### config.mk
export PLATFORM = sky130hd
export DESIGN_NAME = dn_benes_pipe_flat
export DESIGN_NICKNAME = d
export VERILOG_FILES = /design/src/rtl/dn_benes_pipe_if.sv /design/src/rtl/dn_benes_pipe.sv /design/src/flat_wrapper.sv
export SDC_FILE = /design/constraint.sdc
export NUM_CORES = 1
export LEC_CHECK = 0
export ABC_AREA = 1
export BUFFER_PORTS_ARGS = -buffer_cell sky130_fd_sc_hd__buf_2
export CORE_MARGIN = 5
export CORE_UTILIZATION = 60
export DETAILED_ROUTE_END_ITERATION = 12
export PLACE_DENSITY_LB_ADDON = 0.08
export RECOVER_POWER = 100
export SETUP_SLACK_MARGIN = 0.15
export SLEW_MARGIN = 25
export SYNTH_ARGS = -nofsm -noshare
export SYNTH_HDL_FRONTEND = slang
export SYNTH_SLANG_ARGS = --single-unit
### constraint.sdc
create_clock -name clk -period 11.52 [get_ports clk]
set_input_delay 0.576 -clock clk [delete_from_list [all_inputs] [get_ports clk]]
set_output_delay 0.576 -clock clk [all_outputs]
set_load 0.005 [all_outputs]
### src/rtl/dn_benes_pipe_if.sv
// Handshake bundle for dn_benes_pipe: vector stream in/out plus the config-load handshake.
// The master drives vectors and config; the slave (the network) returns ready, ack and routed data.
interface dn_benes_pipe_if #(
  parameter int DW_DATA = 8,
  parameter int N       = 8,
  parameter int LOG2N   = 3
);
  localparam int N_LEVELS = 2 * LOG2N - 1;

  logic                    set_en;
  logic [N_LEVELS*N-1:0]   route_signals;
  logic                    set_ack;
  logic                    in_valid;
  logic                    in_ready;
  logic [DW_DATA*N-1:0]    in;
  logic                    out_valid;
  logic                    out_ready;
  logic [DW_DATA*N-1:0]    out;
  logic                    busy;

  modport master (
    output set_en, route_signals, in_valid, in, out_ready,
    input  set_ack, in_ready, out_valid, out, busy
  );

  modport slave (
    input  set_en, route_signals, in_valid, in, out_ready,
    output set_ack, in_ready, out_valid, out, busy
  );
endinterface

### src/rtl/dn_benes_pipe.sv
// Pipelined Benes distribution network: 2*LOG2N-1 levels of 2x2 pass/cross/multicast switches,
// one register stage per level, valid/ready flow control and a drain-then-load config handshake.
// Optional DN_BENES_XFER_CNT_EN adds a 32-bit output-transfer counter port xfer_cnt.
module dn_benes_pipe #(
  parameter int DW_DATA = 8,
  parameter int N       = 8,
  parameter int LOG2N   = 3
) (
  input  logic            clk,
  input  logic            reset,
  dn_benes_pipe_if.slave  bus
`ifdef DN_BENES_XFER_CNT_EN
  ,
  output logic [31:0]     xfer_cnt
`endif
);

  localparam int N_LEVELS = 2 * LOG2N - 1;
  localparam int N_SW     = N / 2;

  typedef logic [DW_DATA-1:0] lane_t;
  typedef enum logic [1:0] {S_IDLE, S_DRAIN, S_LOAD} state_t;

  // Source position feeding destination d of the wiring after level l.
  // Early levels unshuffle (dest = even->p/2, odd->B/2+p/2), so the source is the inverse map;
  // later levels shuffle, so the source is the unshuffle map itself.
  function automatic int src_idx(input int l, input int d);
    int b;
    int base;
    int q;
    b    = (l < LOG2N - 1) ? (N >> l) : (N >> (N_LEVELS - 2 - l));
    base = d - (d % b);
    q    = d % b;
    if (l < LOG2N - 1)
      return base + ((q < b / 2) ? 2 * q : 2 * (q - b / 2) + 1);
    else
      return base + ((q % 2 == 0) ? q / 2 : b / 2 + q / 2);
  endfunction

  // Returns {lower, upper} for one 2x2 switch.
  function automatic logic [2*DW_DATA-1:0] switch2(input logic [1:0] code,
                                                   input lane_t a, input lane_t b);
    case (code)
      2'b00:   return {b, a};
      2'b01:   return {a, b};
      2'b10:   return {a, a};
      default: return {b, b};
    endcase
  endfunction

  state_t                r_state;
  state_t                w_state_nxt;
  logic [N_LEVELS*N-1:0] r_cfg;
  logic [N_LEVELS-1:0]   r_vld;
  lane_t                 r_data    [N_LEVELS][N];
  lane_t                 w_lvl_in  [N_LEVELS][N];
  lane_t                 w_lvl_out [N_LEVELS][N];
  logic [DW_DATA*N-1:0]  w_out;
  logic                  w_stall;
  logic                  w_accept;
  logic                  w_busy;
  logic                  w_set_ack;

  // Flow control: a full output stage that is not being taken freezes the whole pipe.
  assign w_stall      = r_vld[N_LEVELS-1] & ~bus.out_ready;
  assign bus.in_ready = ~w_stall & ~bus.set_en;
  assign w_accept     = bus.in_valid & bus.in_ready;
  assign w_busy       = |r_vld;

  assign bus.busy      = w_busy;
  assign bus.out_valid = r_vld[N_LEVELS-1];
  assign bus.out       = w_out;
  assign bus.set_ack   = w_set_ack;

  genvar gl, gi;
  generate
    for (gi = 0; gi < N; gi++) begin : g_in
      assign w_lvl_in[0][gi]                = bus.in[DW_DATA*gi +: DW_DATA];
      assign w_out[DW_DATA*gi +: DW_DATA]   = r_data[N_LEVELS-1][gi];
    end

    for (gl = 0; gl < N_LEVELS - 1; gl++) begin : g_wire
      for (gi = 0; gi < N; gi++) begin : g_pos
        localparam int SRC = src_idx(gl, gi);
        assign w_lvl_in[gl+1][gi] = r_data[gl][SRC];
      end
    end

    for (gl = 0; gl < N_LEVELS; gl++) begin : g_lvl
      for (gi = 0; gi < N_SW; gi++) begin : g_sw
        assign {w_lvl_out[gl][2*gi+1], w_lvl_out[gl][2*gi]} =
          switch2(r_cfg[(gl*N_SW+gi)*2 +: 2], w_lvl_in[gl][2*gi], w_lvl_in[gl][2*gi+1]);
      end
    end
  endgenerate

  // NOTE: sequential state uses non-blocking (<=) so every stage samples pre-edge values.
  always_ff @(posedge clk) begin
    if (!reset) begin
      r_vld <= '0;
      // NOTE: data registers are reset too because the output bus must read 0 after reset.
      for (int k = 0; k < N_LEVELS; k++)
        for (int i = 0; i < N; i++)
          r_data[k][i] <= '0;
    end else if (!w_stall) begin
      r_vld <= {r_vld[N_LEVELS-2:0], w_accept};
      for (int k = 0; k < N_LEVELS; k++)
        for (int i = 0; i < N; i++)
          r_data[k][i] <= w_lvl_out[k][i];
    end
  end

  always_ff @(posedge clk) begin
    if (!reset) r_state <= S_IDLE;
    else        r_state <= w_state_nxt;
  end

  // NOTE: every always_comb output gets a default first so no latch is inferred.
  always_comb begin
    w_state_nxt = r_state;
    w_set_ack   = 1'b0;
    case (r_state)
      S_IDLE:  if (bus.set_en) w_state_nxt = S_DRAIN;
      S_DRAIN: begin
        if (!bus.set_en)  w_state_nxt = S_IDLE;
        else if (!w_busy) w_state_nxt = S_LOAD;
      end
      S_LOAD: begin
        w_state_nxt = S_IDLE;
        w_set_ack   = bus.set_en;
      end
      default: w_state_nxt = S_IDLE;
    endcase
  end

  // Config only changes in LOAD, which is reachable only with the pipe empty.
  always_ff @(posedge clk) begin
    if (!reset)         r_cfg <= '0;
    else if (w_set_ack) r_cfg <= bus.route_signals;
  end

`ifdef DN_BENES_XFER_CNT_EN
  logic [31:0] r_xfer_cnt;

  always_ff @(posedge clk) begin
    if (!reset)                                  r_xfer_cnt <= '0;
    else if (w_set_ack)                          r_xfer_cnt <= '0;
    else if (r_vld[N_LEVELS-1] & bus.out_ready)  r_xfer_cnt <= r_xfer_cnt + 32'd1;
  end

  assign xfer_cnt = r_xfer_cnt;
`endif

endmodule

### src/flat_wrapper.sv
// flat-port wrapper written by rule: the top's interface ports become plain ports
module dn_benes_pipe_flat 
#(
  parameter int DW_DATA = 8,
  parameter int N       = 8,
  parameter int LOG2N   = 3
)
  (clk, reset, bus_set_en, bus_route_signals, bus_in_valid, bus_in, bus_out_ready, bus_set_ack, bus_in_ready, bus_out_valid, bus_out, bus_busy);
  dn_benes_pipe_if #(.DW_DATA(DW_DATA), .N(N), .LOG2N(LOG2N)) bus_i ();
  input  logic clk;
  input  logic reset;
  input wire logic [$bits(bus_i.set_en)-1:0] bus_set_en;
  input wire logic [$bits(bus_i.route_signals)-1:0] bus_route_signals;
  input wire logic [$bits(bus_i.in_valid)-1:0] bus_in_valid;
  input wire logic [$bits(bus_i.in)-1:0] bus_in;
  input wire logic [$bits(bus_i.out_ready)-1:0] bus_out_ready;
  output wire logic [$bits(bus_i.set_ack)-1:0] bus_set_ack;
  output wire logic [$bits(bus_i.in_ready)-1:0] bus_in_ready;
  output wire logic [$bits(bus_i.out_valid)-1:0] bus_out_valid;
  output wire logic [$bits(bus_i.out)-1:0] bus_out;
  output wire logic [$bits(bus_i.busy)-1:0] bus_busy;
  assign bus_i.set_en = bus_set_en;
  assign bus_i.route_signals = bus_route_signals;
  assign bus_i.in_valid = bus_in_valid;
  assign bus_i.in = bus_in;
  assign bus_i.out_ready = bus_out_ready;
  assign bus_set_ack = bus_i.set_ack;
  assign bus_in_ready = bus_i.in_ready;
  assign bus_out_valid = bus_i.out_valid;
  assign bus_out = bus_i.out;
  assign bus_busy = bus_i.busy;
  dn_benes_pipe #(.DW_DATA(DW_DATA), .N(N), .LOG2N(LOG2N)) u_core (.clk(clk), .reset(reset), .bus(bus_i));
endmodule
---- Word level (Yosys, flattened, before mapping) ----
Memory sizes are Yosys's and may differ from the RTL's.
Index checks and enable logic that the tools add are counted.
word-level totals
  flip-flop bits (word level) ............. 47
  RAM bits ................................ 320
  output and inout bits ................... 68
  logic and storage cells ................. 186
  memories ................................ 1
operators by class
  eq/ne operators ......................... 44
  multiplexer cells ....................... 69
  bitwise logic cells ..................... 46
  reductions and logical operators ........ 23
memories
  memory         depth  width  read ports  clocked after memory_dff  wr ports  line                 RTL
  u_core.r_data  5      64     5           0                         5         dn_benes_pipe.sv:55  lane_t r_data [N_LEVELS][N];
operator list
  kind                                                 count
  case mux 16 bit (3 select lines)                     20
  two-way mux 8 bit                                    40
  equality test 2 x 1 -> 1 bit, second input constant  21
  equality test 2 bit, second input constant           21
  logical NOT 2 bit                                    21
  OR 1 bit                                             40
  two-way mux 2 bit                                    3
  two-way mux 1 bit                                    5
  OR reduction 5 bit                                   1
  case mux 2 bit (2 select lines)                      1
  bitwise AND 1 bit                                    3
  != test 3 bit, second input constant                 1
  NOT 1 bit                                            3
  != test 2 bit, second input constant                 1
  AND reduction 2 bit                                  1

---- Logic depth before layout (Yosys ltp) ----
  word-level depth ........................ 6
  mapped depth ............................ 8

---- Worst setup path before layout ----
Ideal clock, no wire load.
  kind .................................... input to register
  from .................................... in bus_out_ready
  to ...................................... mem u_core.r_data[0][0] in the netlist's numbering (enable)
  arrival time ............................ 6014 ps
  data required time ...................... 9103 ps
  path slack .............................. 3089 ps
  cell stages on the path ................. 2
  path through ............................ nor2_1 > nand2_1
RTL lines
  element          line                 RTL
  start, declared  flat_wrapper.sv:16   input wire logic [$bits(bus_i.out_ready)-1:0] bus_out_ready;
  end, declared    dn_benes_pipe.sv:55

==> flow_summary.yaml <==
power:
  total_leakage_power_nw: 8.35
  pwr_density_cell_nw_per_um2: 154
  vdd.ir_drop.worst_v: 0.0000971
  report.power.total_mw: 3.01
logic_synthesis:
  yosysSeqAreaShare_pct: 59.4
  synth.ff_latch_count: 367
  yosys-top-cells-count: "nand2_1 (669), nor2_1 (407), edfxtp_1 (320)"
  yosys.cell_count.top_type: "nand2_1"
  synth_largest_area_cell: "edfxtp_1"
  mean_cell_area_of_the_mapped_netlist_um2: 9.02
  synth_top_cell_area_share_pct: 54.1
  edff_count_synth: 320
  yosys-top-cells-area: "edfxtp_1 (54%), nand2_1 (14%), nor2_1 (8.6%)"
  yosys_warnings: 0
  synthCells: 1971
  postSynthNetCount: 2080
  synth.lib_cells_used.distinct: 17
  ys.flop_type: "edfxtp_1"
  async_reset_ff_share_pct: 0
  post_synth_instance_area_um2: 17800
global_routing:
  grt_start_max_net_pins: 189
  initial_antenna_violation_count: 0
  grt_pass1_wl_um: 67300
  vias_in_the_first_global_route: 12300
  groute.usage.overall_pct: 25.4
  global_route.overflow_total: 0
placement:
  gp_routability_congestion: 0.908
  port-buffer-count: 176
  dp_hpwl_um: 29900
clock_network:
  clk_root_buffer_cell: "clkbuf_16"
  clkLatencyLatePin_ns: 0.54
  ctsResizeCount: 0
  htree_num_levels: 2
  cts_hold_buffers_added: 0
  cts_made_buffers: 39
  tritoncts_num_sinks: 367
  cts_tree: "yes"
  postCtsSetupRepairBufs: 0
  clk_transition_reported_paths_ns: 0.06
  cts_max_path_buffers: 3
worst_setup_path:
  critical_path_peak_fanout: 188
  critPathSlowestCell: "nand2_1"
  crit_path_end_kind: "flip-flop"
  crit_path_max_incr_delay_ns: 2.25
  crit_arrival_ns: 6.61
  critical_path.startpoint_type: "input port"
  path_class: "input port to flip-flop"
  crit_chain: "buf_2 -> clkbuf_1 -> nand2_1 -> buf_12 -> buf_4"
  critPathRequiredTime_ns: 11.67
finish:
  final-seq-area_um2: 10600
  multi_input_area_um2: 6110
  final_layout_size_suffix_gt1_share_pct: 10.2
  final_nets: 2152
  count_of_antenna_diodes_in_the_layout: 0
  area_growth_syn_to_layout_pct: 9.95
  final.fill_count: 2428
timing:
  finalSetupViolCount: 0
  timing_worst_slew_pin_value_ns: 3.57
  final-max-slew-violation-count: 217
  report.final.hold_viol_count: 0
  grt_setup_unrepaired: "false"
  fin_worst_skew_ns: 0.0300
  setup_total_negative_slack_ns: 0
  slew_headroom_pct: -138
  finalWorstPathRequiredPeriod_ns: 6.45
  clock.fmax_ghz: 0.155
  final.period_utilization_pct: 56.0
routing:
  wl_per_cell_um: 17.4
  detail_route.first_pass.iterations: 5
  vias: 13300
  remaining_drc_errors: 0
  routed_wirelength_um: 42900
  postRouteAntennaNets: 0
  first_iter_violations: 1248
  vias_per_cell: 5.41
status:
  failing_checks: "capacitance limit, slew limit"
  status: "finished with violations"
job:
  maxCapViolCount: 4
floorplanning:
  die-height_um: 182
  core_region_area_um2: 29500
  floorplan.initialDensity_pct: 60.3
  boundaryPins: 177
  row_count: 63
  chip_width_um: 182
  die-area_um2: 33200
worst_hold_path:
  worstHoldPathType: "input port to flip-flop"
[per-stage QoR]
stage,hold slack [ns],cells,util [%],area (um2),setup slack (ns)
6_report,0.256,2464,66.3,19500,5.07
5_1_grt,0.255,2464,66.3,19500,4.44
4_1_cts,0.242,2464,66.5,19600,7.86
3_5_place_dp,0.455,2392,62.0,18300,7.32
3_3_place_gp,0.458,2392,62.0,18300,7.43
2_1_floorplan,0.436,1971,-,17800,3.09
[layout make-up]
type	instances	share of cell area [%]
inverter	47	0.916
clock inverter	24	1.54
multi-input combinational	1406	31.3
tap	390	2.50
sequential	367	54.0
clock buffer	48	5.22
timing repair buffer	182	4.59
[registers in the layout, indices dropped and copies added, names as in the netlist]
signal,count
u_core.r_data,320
u_core.r_cfg,40
u_core.r_vld,5
u_core.r_state,2
[metal layers]
metal	up-vias	part of all wire (%)	GRT usage, %
li1	6562	-	-
met1	6199	43	34.8
met2	499	49	43.7
met3	75	5.7	3.01
met4	0	2.3	6.06
met5	-	0	0
[worst max-delay path, delay by kind of cell]
| kind | cells | cell delay, ns |
|---|---|---|
| buffers and inverters | 4 | 3.59 |
| and+or+nand+nor | 1 | 2.25 |
[where the power goes]
| group | switching (mW) | leakage [nW] | internal, mW |
|---|---|---|---|
| Sequential | 0.0428 | 4.23 | 1.50 |
| Clock | 0.501 | 0.644 | 0.788 |
| Combinational | 0.108 | 3.47 | 0.0722 |
| Total | 0.652 | 8.35 | 2.36 |
[cell families (layout without fill, tap and decap cells)]
| group | after synthesis | in the layout | share of synthesized area, % |
|---|---|---|---|
| simple gates | 1244 | 1244 | 29.7 |
| flops | 367 | 367 | 59.4 |
| buf+inv | 198 | 301 | 6.35 |
| compound gates | 162 | 162 | 4.56 |
[path summary, 6_finish.rpt]
| check | start | to | slack, ns | depth (start not counted) |
|---|---|---|---|---|
| max reg2reg | u_core.r_vld[4] | u_core.r_data[0][72] | 6.97 | 4 |
| min | bus_route_signals[33] | u_core.r_cfg[33] | 0.26 | 3 |
| max | reset | u_core.r_data[0][100] | 5.07 | 5 |
| min reg2reg | u_core.r_vld[3] | u_core.r_vld[4] | 0.46 | 2 |
[cells in the final DEF (no fill, tap or decap)]
cell | Yosys | layout
a21oi_1 | 160 | 160
buf_1 | 8 | 1
buf_12 | 0 | 1
buf_2 | 62 | 148
buf_4 | 64 | 3
bufinv_16 | 0 | 7
clkbuf_1 | 8 | 37
clkbuf_16 | 0 | 39
clkbuf_8 | 0 | 1
clkinv_1 | 0 | 7
clkinv_2 | 0 | 6
clkinvlp_4 | 0 | 1
dfxtp_1 | 47 | 47
edfxtp_1 | 320 | 320
inv_1 | 46 | 46
inv_4 | 0 | 1
inv_6 | 0 | 3
nand2_1 | 669 | 669
nand2_8 | 0 | 1
nand3_1 | 6 | 6
nand3b_1 | 160 | 160
nor2_1 | 407 | 407
nor3_1 | 1 | 1
o21ai_0 | 2 | 2
Note: power is estimated with default switching activity, not from simulation.
